[src/rtl/sdram_arbiter_pkg.sv]
// Shared SDRAM command codes, NOP bus values and arbiter state encoding.
package sdram_arbiter_pkg;

    // {cs_n, ras_n, cas_n, we_n}
    localparam logic [3:0] OP_MRS   = 4'b0000;
    localparam logic [3:0] OP_AREF  = 4'b0001;
    localparam logic [3:0] OP_PRECH = 4'b0010;
    localparam logic [3:0] OP_ACT   = 4'b0011;
    localparam logic [3:0] OP_WRITE = 4'b0100;
    localparam logic [3:0] OP_READ  = 4'b0101;
    localparam logic [3:0] OP_BSTOP = 4'b0110;
    localparam logic [3:0] OP_NOP   = 4'b0111;

    localparam logic [1:0]  NOP_BA   = 2'b11;
    localparam logic [12:0] NOP_ADDR = 13'h1fff;

    typedef enum logic [2:0] {
        ST_INIT  = 3'd0,
        ST_IDLE  = 3'd1,
        ST_AREF  = 3'd2,
        ST_WRITE = 3'd3,
        ST_READ  = 3'd4
    } arb_state_t;

    // Refresh interval in clock cycles: TREFI[ns] * f[MHz] / 1000.
    function automatic int unsigned cnt_ref(int unsigned clk_hz, int unsigned trefi_ns);
        return trefi_ns * (clk_hz / 1_000_000) / 1000;
    endfunction

endpackage

[src/rtl/sdram_arbiter_if.sv]
// Engine-side and pin-side signals of the SDRAM arbiter.
// master: the init/aref/write/read engines and pin consumer; slave: the arbiter.
interface sdram_arbiter_if;
    logic [3:0]  init_cmd;
    logic [1:0]  init_ba;
    logic [12:0] init_addr;
    logic        init_end;
    logic [3:0]  aref_cmd;
    logic        aref_en;
    logic        aref_end;
    logic        wr_req;
    logic [3:0]  wr_cmd;
    logic [1:0]  wr_ba;
    logic [12:0] wr_addr;
    logic        wr_en;
    logic        wr_end;
    logic        rd_req;
    logic [3:0]  rd_cmd;
    logic [1:0]  rd_ba;
    logic [12:0] rd_addr;
    logic        rd_en;
    logic        rd_end;
    logic        aref_due;
    logic [3:0]  sdram_cmd;
    logic [1:0]  sdram_ba;
    logic [12:0] sdram_addr;

    modport master (
        output init_cmd, init_ba, init_addr, init_end,
        output aref_cmd, aref_end,
        output wr_req, wr_cmd, wr_ba, wr_addr, wr_end,
        output rd_req, rd_cmd, rd_ba, rd_addr, rd_end,
        input  aref_en, wr_en, rd_en, aref_due,
        input  sdram_cmd, sdram_ba, sdram_addr
    );

    modport slave (
        input  init_cmd, init_ba, init_addr, init_end,
        input  aref_cmd, aref_end,
        input  wr_req, wr_cmd, wr_ba, wr_addr, wr_end,
        input  rd_req, rd_cmd, rd_ba, rd_addr, rd_end,
        output aref_en, wr_en, rd_en, aref_due,
        output sdram_cmd, sdram_ba, sdram_addr
    );
endinterface

[src/rtl/sdram_arbiter_ref_timer.sv]
// sdram_ref_timer: free-running refresh interval counter and the sticky
// refresh-pending flag. Counter is held at zero until init completes.
module sdram_ref_timer #(
    parameter int unsigned CNT_REF = 780
) (
    input  logic clk,
    input  logic rst_n,
    input  logic enable,
    input  logic ack,
    output logic aref_due
);
    localparam logic [15:0] CNT_MAX = 16'(CNT_REF - 1);

    logic [15:0] cnt;
    logic        wrap;

    assign wrap = (cnt == CNT_MAX);

    // Interval counter: 0..CNT_REF-1, wraps forever once enabled.
    always_ff @(posedge clk or negedge rst_n) begin
        if (!rst_n)        cnt <= '0;
        else if (!enable)  cnt <= '0;
        else if (wrap)     cnt <= '0;
        else               cnt <= cnt + 16'd1;
    end

    // Pending flag: set on wrap (set wins so a refresh is never lost), cleared by the grant.
    always_ff @(posedge clk or negedge rst_n) begin
        if (!rst_n)               aref_due <= 1'b0;
        else if (enable && wrap)  aref_due <= 1'b1;
        else if (ack)             aref_due <= 1'b0;
    end
endmodule

[src/rtl/sdram_arbiter.sv]
// SDRAM command-bus arbiter: init sequencer first, then auto-refresh, write
// and read engines. Refresh has top priority; write/read priority is fixed
// (write first) unless SDRAM_ARB_RR_EN is defined, which alternates them.
import sdram_arbiter_pkg::*;

module sdram_arbiter #(
    parameter int unsigned CLK   = 100_000_000,
    parameter int unsigned TREFI = 7800
) (
    input logic            clk,
    input logic            rst_n,
    sdram_arbiter_if.slave bus
);
    arb_state_t state;
    logic       aref_due;
    logic       wr_win;

    sdram_ref_timer #(.CNT_REF(cnt_ref(CLK, TREFI))) u_ref_timer (
        .clk      (clk),
        .rst_n    (rst_n),
        .enable   (bus.init_end),
        .ack      (bus.aref_en),
        .aref_due (aref_due)
    );

    assign bus.aref_due = aref_due;

`ifdef SDRAM_ARB_RR_EN
    // 0 = read won the last contested grant, 1 = write did.
    logic last_grant;
    assign wr_win = bus.wr_req && (!bus.rd_req || !last_grant);
`else
    assign wr_win = bus.wr_req;
`endif

    // Arbiter FSM; grant pulses are registered so they line up with the first cycle of the new state.
    always_ff @(posedge clk or negedge rst_n) begin
        if (!rst_n) begin
            state       <= ST_INIT;
            bus.aref_en <= 1'b0;
            bus.wr_en   <= 1'b0;
            bus.rd_en   <= 1'b0;
`ifdef SDRAM_ARB_RR_EN
            last_grant  <= 1'b0;
`endif
        end else begin
            bus.aref_en <= 1'b0;
            bus.wr_en   <= 1'b0;
            bus.rd_en   <= 1'b0;
            case (state)
                ST_INIT: if (bus.init_end) state <= ST_IDLE;
                ST_IDLE: begin
                    if (aref_due) begin
                        state       <= ST_AREF;
                        bus.aref_en <= 1'b1;
                    end else if (wr_win) begin
                        state     <= ST_WRITE;
                        bus.wr_en <= 1'b1;
                    end else if (bus.rd_req) begin
                        state     <= ST_READ;
                        bus.rd_en <= 1'b1;
                    end
`ifdef SDRAM_ARB_RR_EN
                    // Only contested grants flip the priority, so uncontested traffic cannot starve the other side.
                    if (!aref_due && bus.wr_req && bus.rd_req) last_grant <= wr_win;
`endif
                end
                ST_AREF:  if (bus.aref_end) state <= ST_IDLE;
                ST_WRITE: if (bus.wr_end)   state <= ST_IDLE;
                ST_READ:  if (bus.rd_end)   state <= ST_IDLE;
                default:  state <= ST_IDLE;
            endcase
        end
    end

    // Pin mux selected by the current owner; async reset forces INIT and so the init_* path.
    always_comb begin
        bus.sdram_cmd  = OP_NOP;
        bus.sdram_ba   = NOP_BA;
        bus.sdram_addr = NOP_ADDR;
        case (state)
            ST_INIT: begin
                bus.sdram_cmd  = bus.init_cmd;
                bus.sdram_ba   = bus.init_ba;
                bus.sdram_addr = bus.init_addr;
            end
            ST_AREF: bus.sdram_cmd = bus.aref_cmd;
            ST_WRITE: begin
                bus.sdram_cmd  = bus.wr_cmd;
                bus.sdram_ba   = bus.wr_ba;
                bus.sdram_addr = bus.wr_addr;
            end
            ST_READ: begin
                bus.sdram_cmd  = bus.rd_cmd;
                bus.sdram_ba   = bus.rd_ba;
                bus.sdram_addr = bus.rd_addr;
            end
            default: ;
        endcase
    end
endmodule

[src/flat_wrapper.sv]
// flat-port wrapper written by rule: the top's interface ports become plain ports
module sdram_arbiter_flat 
#(
    parameter int unsigned CLK   = 100_000_000,
    parameter int unsigned TREFI = 7800
)
  (clk, rst_n, bus_init_cmd, bus_init_ba, bus_init_addr, bus_init_end, bus_aref_cmd, bus_aref_end, bus_wr_req, bus_wr_cmd, bus_wr_ba, bus_wr_addr, bus_wr_end, bus_rd_req, bus_rd_cmd, bus_rd_ba, bus_rd_addr, bus_rd_end, bus_aref_en, bus_wr_en, bus_rd_en, bus_aref_due, bus_sdram_cmd, bus_sdram_ba, bus_sdram_addr);
  sdram_arbiter_if bus_i ();
  input logic clk;
  input logic rst_n;
  input wire logic [$bits(bus_i.init_cmd)-1:0] bus_init_cmd;
  input wire logic [$bits(bus_i.init_ba)-1:0] bus_init_ba;
  input wire logic [$bits(bus_i.init_addr)-1:0] bus_init_addr;
  input wire logic [$bits(bus_i.init_end)-1:0] bus_init_end;
  input wire logic [$bits(bus_i.aref_cmd)-1:0] bus_aref_cmd;
  input wire logic [$bits(bus_i.aref_end)-1:0] bus_aref_end;
  input wire logic [$bits(bus_i.wr_req)-1:0] bus_wr_req;
  input wire logic [$bits(bus_i.wr_cmd)-1:0] bus_wr_cmd;
  input wire logic [$bits(bus_i.wr_ba)-1:0] bus_wr_ba;
  input wire logic [$bits(bus_i.wr_addr)-1:0] bus_wr_addr;
  input wire logic [$bits(bus_i.wr_end)-1:0] bus_wr_end;
  input wire logic [$bits(bus_i.rd_req)-1:0] bus_rd_req;
  input wire logic [$bits(bus_i.rd_cmd)-1:0] bus_rd_cmd;
  input wire logic [$bits(bus_i.rd_ba)-1:0] bus_rd_ba;
  input wire logic [$bits(bus_i.rd_addr)-1:0] bus_rd_addr;
  input wire logic [$bits(bus_i.rd_end)-1:0] bus_rd_end;
  output wire logic [$bits(bus_i.aref_en)-1:0] bus_aref_en;
  output wire logic [$bits(bus_i.wr_en)-1:0] bus_wr_en;
  output wire logic [$bits(bus_i.rd_en)-1:0] bus_rd_en;
  output wire logic [$bits(bus_i.aref_due)-1:0] bus_aref_due;
  output wire logic [$bits(bus_i.sdram_cmd)-1:0] bus_sdram_cmd;
  output wire logic [$bits(bus_i.sdram_ba)-1:0] bus_sdram_ba;
  output wire logic [$bits(bus_i.sdram_addr)-1:0] bus_sdram_addr;
  assign bus_i.init_cmd = bus_init_cmd;
  assign bus_i.init_ba = bus_init_ba;
  assign bus_i.init_addr = bus_init_addr;
  assign bus_i.init_end = bus_init_end;
  assign bus_i.aref_cmd = bus_aref_cmd;
  assign bus_i.aref_end = bus_aref_end;
  assign bus_i.wr_req = bus_wr_req;
  assign bus_i.wr_cmd = bus_wr_cmd;
  assign bus_i.wr_ba = bus_wr_ba;
  assign bus_i.wr_addr = bus_wr_addr;
  assign bus_i.wr_end = bus_wr_end;
  assign bus_i.rd_req = bus_rd_req;
  assign bus_i.rd_cmd = bus_rd_cmd;
  assign bus_i.rd_ba = bus_rd_ba;
  assign bus_i.rd_addr = bus_rd_addr;
  assign bus_i.rd_end = bus_rd_end;
  assign bus_aref_en = bus_i.aref_en;
  assign bus_wr_en = bus_i.wr_en;
  assign bus_rd_en = bus_i.rd_en;
  assign bus_aref_due = bus_i.aref_due;
  assign bus_sdram_cmd = bus_i.sdram_cmd;
  assign bus_sdram_ba = bus_i.sdram_ba;
  assign bus_sdram_addr = bus_i.sdram_addr;
  sdram_arbiter #(.CLK(CLK), .TREFI(TREFI)) u_core (.clk(clk), .rst_n(rst_n), .bus(bus_i));
endmodule
[config.mk]
export PLATFORM = sky130hd
export DESIGN_NAME = sdram_arbiter_flat
export DESIGN_NICKNAME = d
export VERILOG_FILES = /design/src/rtl/sdram_arbiter_pkg.sv /design/src/rtl/sdram_arbiter_if.sv /design/src/rtl/sdram_arbiter_ref_timer.sv /design/src/rtl/sdram_arbiter.sv /design/src/flat_wrapper.sv
export SDC_FILE = /design/constraint.sdc
export NUM_CORES = 1
export LEC_CHECK = 0
export ABC_AREA = 1
export CORE_MARGIN = 8
export CORE_UTILIZATION = 63
export DETAILED_ROUTE_END_ITERATION = 10
export DONT_BUFFER_PORTS = 1
export HOLD_SLACK_MARGIN = 0.05
export PLACE_DENSITY = 0.88
export SLEW_MARGIN = 20
export SYNTH_ARGS = -nofsm -noshare
export SYNTH_HDL_FRONTEND = slang
export SYNTH_SLANG_ARGS = --single-unit
[constraint.sdc]
create_clock -name clk -period 1.5 [get_ports clk]
set_input_delay 0.15 -clock clk [delete_from_list [all_inputs] [get_ports clk]]
set_output_delay 0.15 -clock clk [all_outputs]
set_load 0.01 [all_outputs]
# After elaboration in Yosys (flattened, before gate mapping)
# Cells that the tools add are included.
[word_totals]
regBits = 23
out_inout_bits = 23
input_bits = 69
wordCells = 45
[classes]
eq_ne = 10
n_reduce_logical = 4
n_addsub = 1
mux = 24
[op_table]
columns = ["op", "n"]
rows = [
  ["$pmux W13 S3", 1],
  ["$mux W16", 2],
  ["$mux W3", 7],
  ["$add A16 B1 Y16 const B", 1],
  ["$eq A16 B10 Y1 const B", 1],
  ["$pmux W4 S4", 1],
  ["$pmux W3 S5", 1],
  ["$mux W1", 11],
  ["$ne A2 B2 Y1 const B", 4],
  ["$eq A3 B2 Y1 const B", 2],
  ["$pmux W2 S3", 1],
  ["$reduce_and A5 Y1", 1],
  ["$ne A4 B4 Y1 const B", 1],
  ["$eq A3 B1 Y1 const B", 1],
  ["$eq A3 B3 Y1 const B", 1],
  ["$logic_not A3 Y1", 1],
  ["$reduce_bool A2 Y1", 1],
  ["$logic_and A1 B1 Y1", 1],
]

# Longest topological paths before layout
[depth]
depth_word = 4
depth_mapped = 8

# By module
# A second synthesis with hierarchy kept.
[hier_totals]
hier_cells = 265
hier_area_um2 = 1744.2
[by_module_without_submodules]
columns = ["mod", "instances", "area_each_um2", "seq_area_each_um2", "cells_each"]
rows = [
  ["sdram_ref_timer", 1, 960.9, 425.4, 126],
  ["sdram_arbiter", 1, 783.3, 150.1, 139],
]

# Worst setup path before layout
# No wires, ideal clock.
[synth_path]
kind = "reg2out"
start = "reg u_core.state[1]"
end = "out bus_sdram_addr[0]"
arrival_ns = 1.129
n_path_buf = 1
stages_incl_launch_ff = 7
slack_ns = 0.221
path_cell_list = "dfrtp_1 inv_2 nand2_2 nor2_4 buf_2 nand2_1 nand4_1"
[synth_via]
elab_chain_len = 2
elab_cells_between_ends = 4
classes_between = "2 x eq/ne; 1 x mux; 1 x reduce/logical"
[synth_rtl]
columns = ["item", "line", "text"]
rows = [
  ["from (decl)", "sdram_arbiter.sv:14", "arb_state_t state;"],
  ["from (signal assigned)", "sdram_arbiter.sv:39", "state <= ST_INIT;"],
  ["from (signal assigned)", "sdram_arbiter.sv:51", "ST_INIT: if (bus.init_end) state <= ST_IDLE;"],
  ["from (signal assigned)", "sdram_arbiter.sv:54", "state <= ST_AREF;"],
  ["$eq A3 B3 Y1, or another cell as far along", "sdram_arbiter.sv:81", "case (state)"],
  ["$pmux W13 S3 (*)", "sdram_arbiter.sv:81", ""],
  ["to (decl)", "flat_wrapper.sv:33", "output wire logic [$bits(bus_i.sdram_addr)-1:0] bus_sdram_addr;"],
]
# Mark *: on every way between the ends. The rest lies on a longest branch, timed or not.

# Final worst setup path
[layout_path]
start = "reg u_core.state[1]"
end = "out bus_sdram_cmd[2]"
[layout_via]
elab_chain_len = 2
elab_cells_between_ends = 5
classes_between = "3 x eq/ne; 1 x mux; 1 x reduce/logical"
[layout_rtl]
columns = ["item", "line", "text"]
rows = [
  ["$eq A3 B3 Y1, or another cell as far along", "sdram_arbiter.sv:81", ""],
  ["$pmux W4 S4 (*)", "sdram_arbiter.sv:81", ""],
  ["to (decl)", "flat_wrapper.sv:31", "output wire logic [$bits(bus_i.sdram_cmd)-1:0] bus_sdram_cmd;"],
]
# Marks and branches as above.

==> impl_summary.log <==
[metrics] Chip Width: 67.6 um
[metrics] number of warnings printed during yosys synthesis: 0
[metrics] wire per inst: roughly 20 um
[metrics] total via count after detailed routing: between 1500 and 2000
[metrics] post-synthesis cell area: 1680 um^2
[metrics] reg-to-reg setup timing slack: -0.01 ns
[metrics] post-layout minimum cycle time: 1.78 ns
[metrics] number of instances in the synthesized netlist: 260
[metrics] worst reg-to-reg path cell count: 6
[metrics] R2R Path End: u_core.state[2]$_DFFE_PN0P_
[metrics] maximum number of pins on one net before global-route repair: 24
[metrics] arrival time reported for the critical path endpoint: between 1.5 and 2 ns
[metrics] Worst Slack Setup Final: -0.277 ns
[metrics] endpoint of the worst hold path: u_core.state[0]$_DFFE_PN0P_
[metrics] result of the run: complete, but fails checks
[metrics] number of register bits inferred by synthesis: 23
[metrics] synthesis-to-layout area growth: 20.7%
[metrics] largest driver fanout on the critical path: 10
[metrics] global placement routability congestion: 0.896
[metrics] Total Routed Length: ~6.2 mm
[metrics] worst hold start: bus_wr_end
[metrics] final core occ: 0.809
[metrics] number of H-tree levels: 1
[metrics] aggregate global-route resource usage: 0.220
[metrics] post-place setup slack: between 0.1 and 0.15 ns
[metrics] first-pass iteration count of the detailed router: 5
[metrics] total nets after synthesis: 330
[metrics] Power per Cell Area: 1460 nW/um^2
[metrics] maximum VDD drop: between 1 and 1.5 mV
[metrics] number of buffers inserted during clock tree synthesis: 3
[metrics] first-pass GRT wire length: just under 8 mm
[metrics] Net count, final: 349
[metrics] Layout Cells excl Fill: ~300
[metrics] area fraction in and, or, nand and nor cells after synthesis: 0.510
[metrics] Clk Latency, worst-skew pair: roughly 0.33 ns
[metrics] share of cells above drive strength 1: 0.176
[metrics] clock tree from TritonCTS: yes
[metrics] share of the clock period used by the worst path: 1.18
[metrics] Least-Margin Pin Slew: roughly 0.54 ns
[metrics] Relative slew margins: 0.643
[metrics] placed wire-length estimate: 3.79 mm
[metrics] Slew Limit Fails: 0
[metrics] syn_area_per_cell: 6.44 um^2
[metrics] Netlist cell types: 28
[metrics] number of DRC violations after detailed routing: 0
[metrics] peak clock frequency supported by timing: ~560 MHz
[metrics] antenna cells: 0
[metrics] count of buffers inserted at the top-level ports: 0
[metrics] Antenna Violating Nets Remaining: 0
[metrics] starting density of the core: 0.670
[metrics] final hold viol count: 0
[metrics] Clk pin slew, worst setup/hold paths: about 0.13 ns
[metrics] mux share of post-synthesis cell area: 0
[metrics] vias in the first global route: approximately 1700
[metrics] number of cells on the worst hold path: 4
[metrics] Cells after DPL: approximately 290
[metrics] Max Buffers Root-to-Sink: 2
[metrics] Detailed Route Iter0 Violations: between 150 and 200
[metrics] I/O Pins: 92
[metrics] row cnt: 18
[metrics] Critical Path Source Type: flop
[metrics] Fin Clk Skew: ~0.0053 ns
[metrics] maximum capacitance violations: 0
[metrics] number of antenna violations at the first check in global routing: 0
[metrics] synthesized-area fraction occupied by adder cells: 0.00747
[metrics] HP Class: primary input to flop
[metrics] Clock Root Buffer: sky130_fd_sc_hd__clkbuf_4
[metrics] largest family of logic cells by synthesized area: simple AND/OR/NAND/NOR gates
[metrics] Chip Height: 67.6 um
[metrics] Std-Cell Core Area: ~2500 um^2
[metrics] category of the most critical setup path: flop to output port
[metrics] Vias per Instance: approximately 6.3
[metrics] area share of xor/xnor cells in the synthesized design: 0.0314
[metrics] data required time of the critical path: 1.35 ns
[metrics] clock sinks: 23
[metrics] area fraction in compound gates after synthesis: 0.0344
[metrics] leakage power figure: between 0.8 and 0.9 nW
[metrics] unrepaired setup endpoints after global routing: true
[metrics] Crit. End Element: output port
[metrics] fraction of the yosys area taken by sequential cells: 0.344
[metrics] Die Area: ~4600 um^2
[metrics] failing checks: setup timing
[metrics] number of endpoints failing setup at the final stage: 21
[metrics] overflow left after global routing: 0
[metrics] critical register-to-register path startpoint: u_core.state[1]$_DFFE_PN0P_
final cells by class:
class | instances | area (um^2)
repair buffers | 21 | 256
flip-flops and latches | 23 | 579
clock buffers | 3 | 22.5
multi-input cells | 211 | 1040
well taps | 30 | 37.5
inverters | 19 | 76.3
clock inverters | 1 | 7.51
fillers | 146 | 478
per-stage QoR:
| step | total power [mW] | hold WS, ns | area, um^2 | TNS, ns |
|---|---|---|---|---|
| floorplan | 1.81 | -0.146 | 1680 | 0 |
| global placement | 2.08 | -0.145 | 1730 | 0 |
| detailed placement | 2.10 | -0.145 | 1730 | 0 |
| CTS | 2.62 | 0.107 | 1900 | -1.87 |
| global route | 3.15 | 0.133 | 2020 | -5.24 |
| finish | 2.95 | 0.133 | 2020 | -3.39 |
synthesized netlist by cell type (all sizes together):
| master | number | area (um^2) |
|---|---|---|
| clkbuf | 1 | 3.75 |
| a21o | 1 | 7.51 |
| o22ai | 1 | 6.26 |
| a21oi | 4 | 20.0 |
| and2 | 2 | 12.5 |
| dfrtp | 23 | 576 |
| nor2 | 46 | 190 |
| inv | 19 | 71.3 |
| nand4 | 19 | 119 |
| o21ai | 4 | 23.8 |
| buf | 6 | 47.5 |
| xor2 | 3 | 26.3 |
| xnor2 | 3 | 26.3 |
| nor3 | 6 | 40.0 |
| nor4 | 1 | 6.26 |
| nand3 | 21 | 110 |
| nand2 | 99 | 377 |
| ha | 1 | 12.5 |
worst max path at each step:
stage                                startpoint                end  slack, ns
finish              u_core.state[1]$_DFFE_PN0P_   bus_sdram_cmd[2]      -0.28
detailed placement  u_core.state[1]$_DFFE_PN0P_  bus_sdram_addr[8]       0.10
CTS                 u_core.state[1]$_DFFE_PN0P_   bus_sdram_cmd[2]      -0.11
floorplan           u_core.state[1]$_DFFE_PN0P_  bus_sdram_addr[0]       0.22
global placement    u_core.state[1]$_DFFE_PN0P_  bus_sdram_addr[7]       0.14
global route        u_core.state[1]$_DFFE_PN0P_   bus_sdram_cmd[2]      -0.36
layer usage:
layer / GRT usage / wire length (um)
met4: 0.0601 / 272
met5: 0 / 0
met2: 0.409 / 3140
met1: 0.242 / 2120
met3: 0.0513 / 669
cells in the final DEF (no fill, tap or decap), types with 4 or more instances in the layout:
master	instances
sky130_fd_sc_hd__nand2_1	90
sky130_fd_sc_hd__nor2_1	39
sky130_fd_sc_hd__dfrtp_1	20
sky130_fd_sc_hd__nand4_1	19
sky130_fd_sc_hd__nand3_1	19
sky130_fd_sc_hd__inv_1	16
sky130_fd_sc_hd__nand2_2	8
sky130_fd_sc_hd__buf_4	8
sky130_fd_sc_hd__nor2_4	5
sky130_fd_sc_hd__dlygate4sd3_1	5
sky130_fd_sc_hd__nor3_1	4
sky130_fd_sc_hd__buf_12	4
timing repair:
action / in CTS / in global routing
setup endpoints to repair: 19 / 22
hold buffers: 5 / 1
hold endpoints to repair: 31 / 23
pin swaps: 8 / 13
resized for setup: 12 / 12
cloned: 0 / 2
setup buffers: 6 / 3
worst max-delay path, cell delays in order (launching register included):
cell	delay, ns
sky130_fd_sc_hd__dfrtp_2	0.49
sky130_fd_sc_hd__inv_2	0.08
sky130_fd_sc_hd__nand2_4	0.10
sky130_fd_sc_hd__nor2_4	0.06
sky130_fd_sc_hd__buf_12	0.13
sky130_fd_sc_hd__a21oi_1	0.22
sky130_fd_sc_hd__nand3_1	0.22
report_power, final:
group          switching, mW  leakage (nW)  internal [mW]
logic                   1.13         0.535          0.731
clock network          0.207        0.0139          0.102
registers              0.103         0.309          0.678
sequential cells by signal, summed over array words and instances (netlist names):
| register | flops |
|---|---|
| u_core.u_ref_timer.cnt | 16 |
| u_core.state | 3 |
| u_core.bus.aref_en | 1 |
| u_core.bus.rd_en | 1 |
| u_core.bus.wr_en | 1 |
| u_core.u_ref_timer.aref_due | 1 |
kinds of logic after synthesis:
kind of cell,Yosys count
XOR/XNOR,6
AND/OR/NAND/NOR,194
adder cells (fa/ha/maj),1
buffers and inverters,26
flip-flops,23
AO/OA/AOI/OAI,10
(Power assumes the default switching activity.)
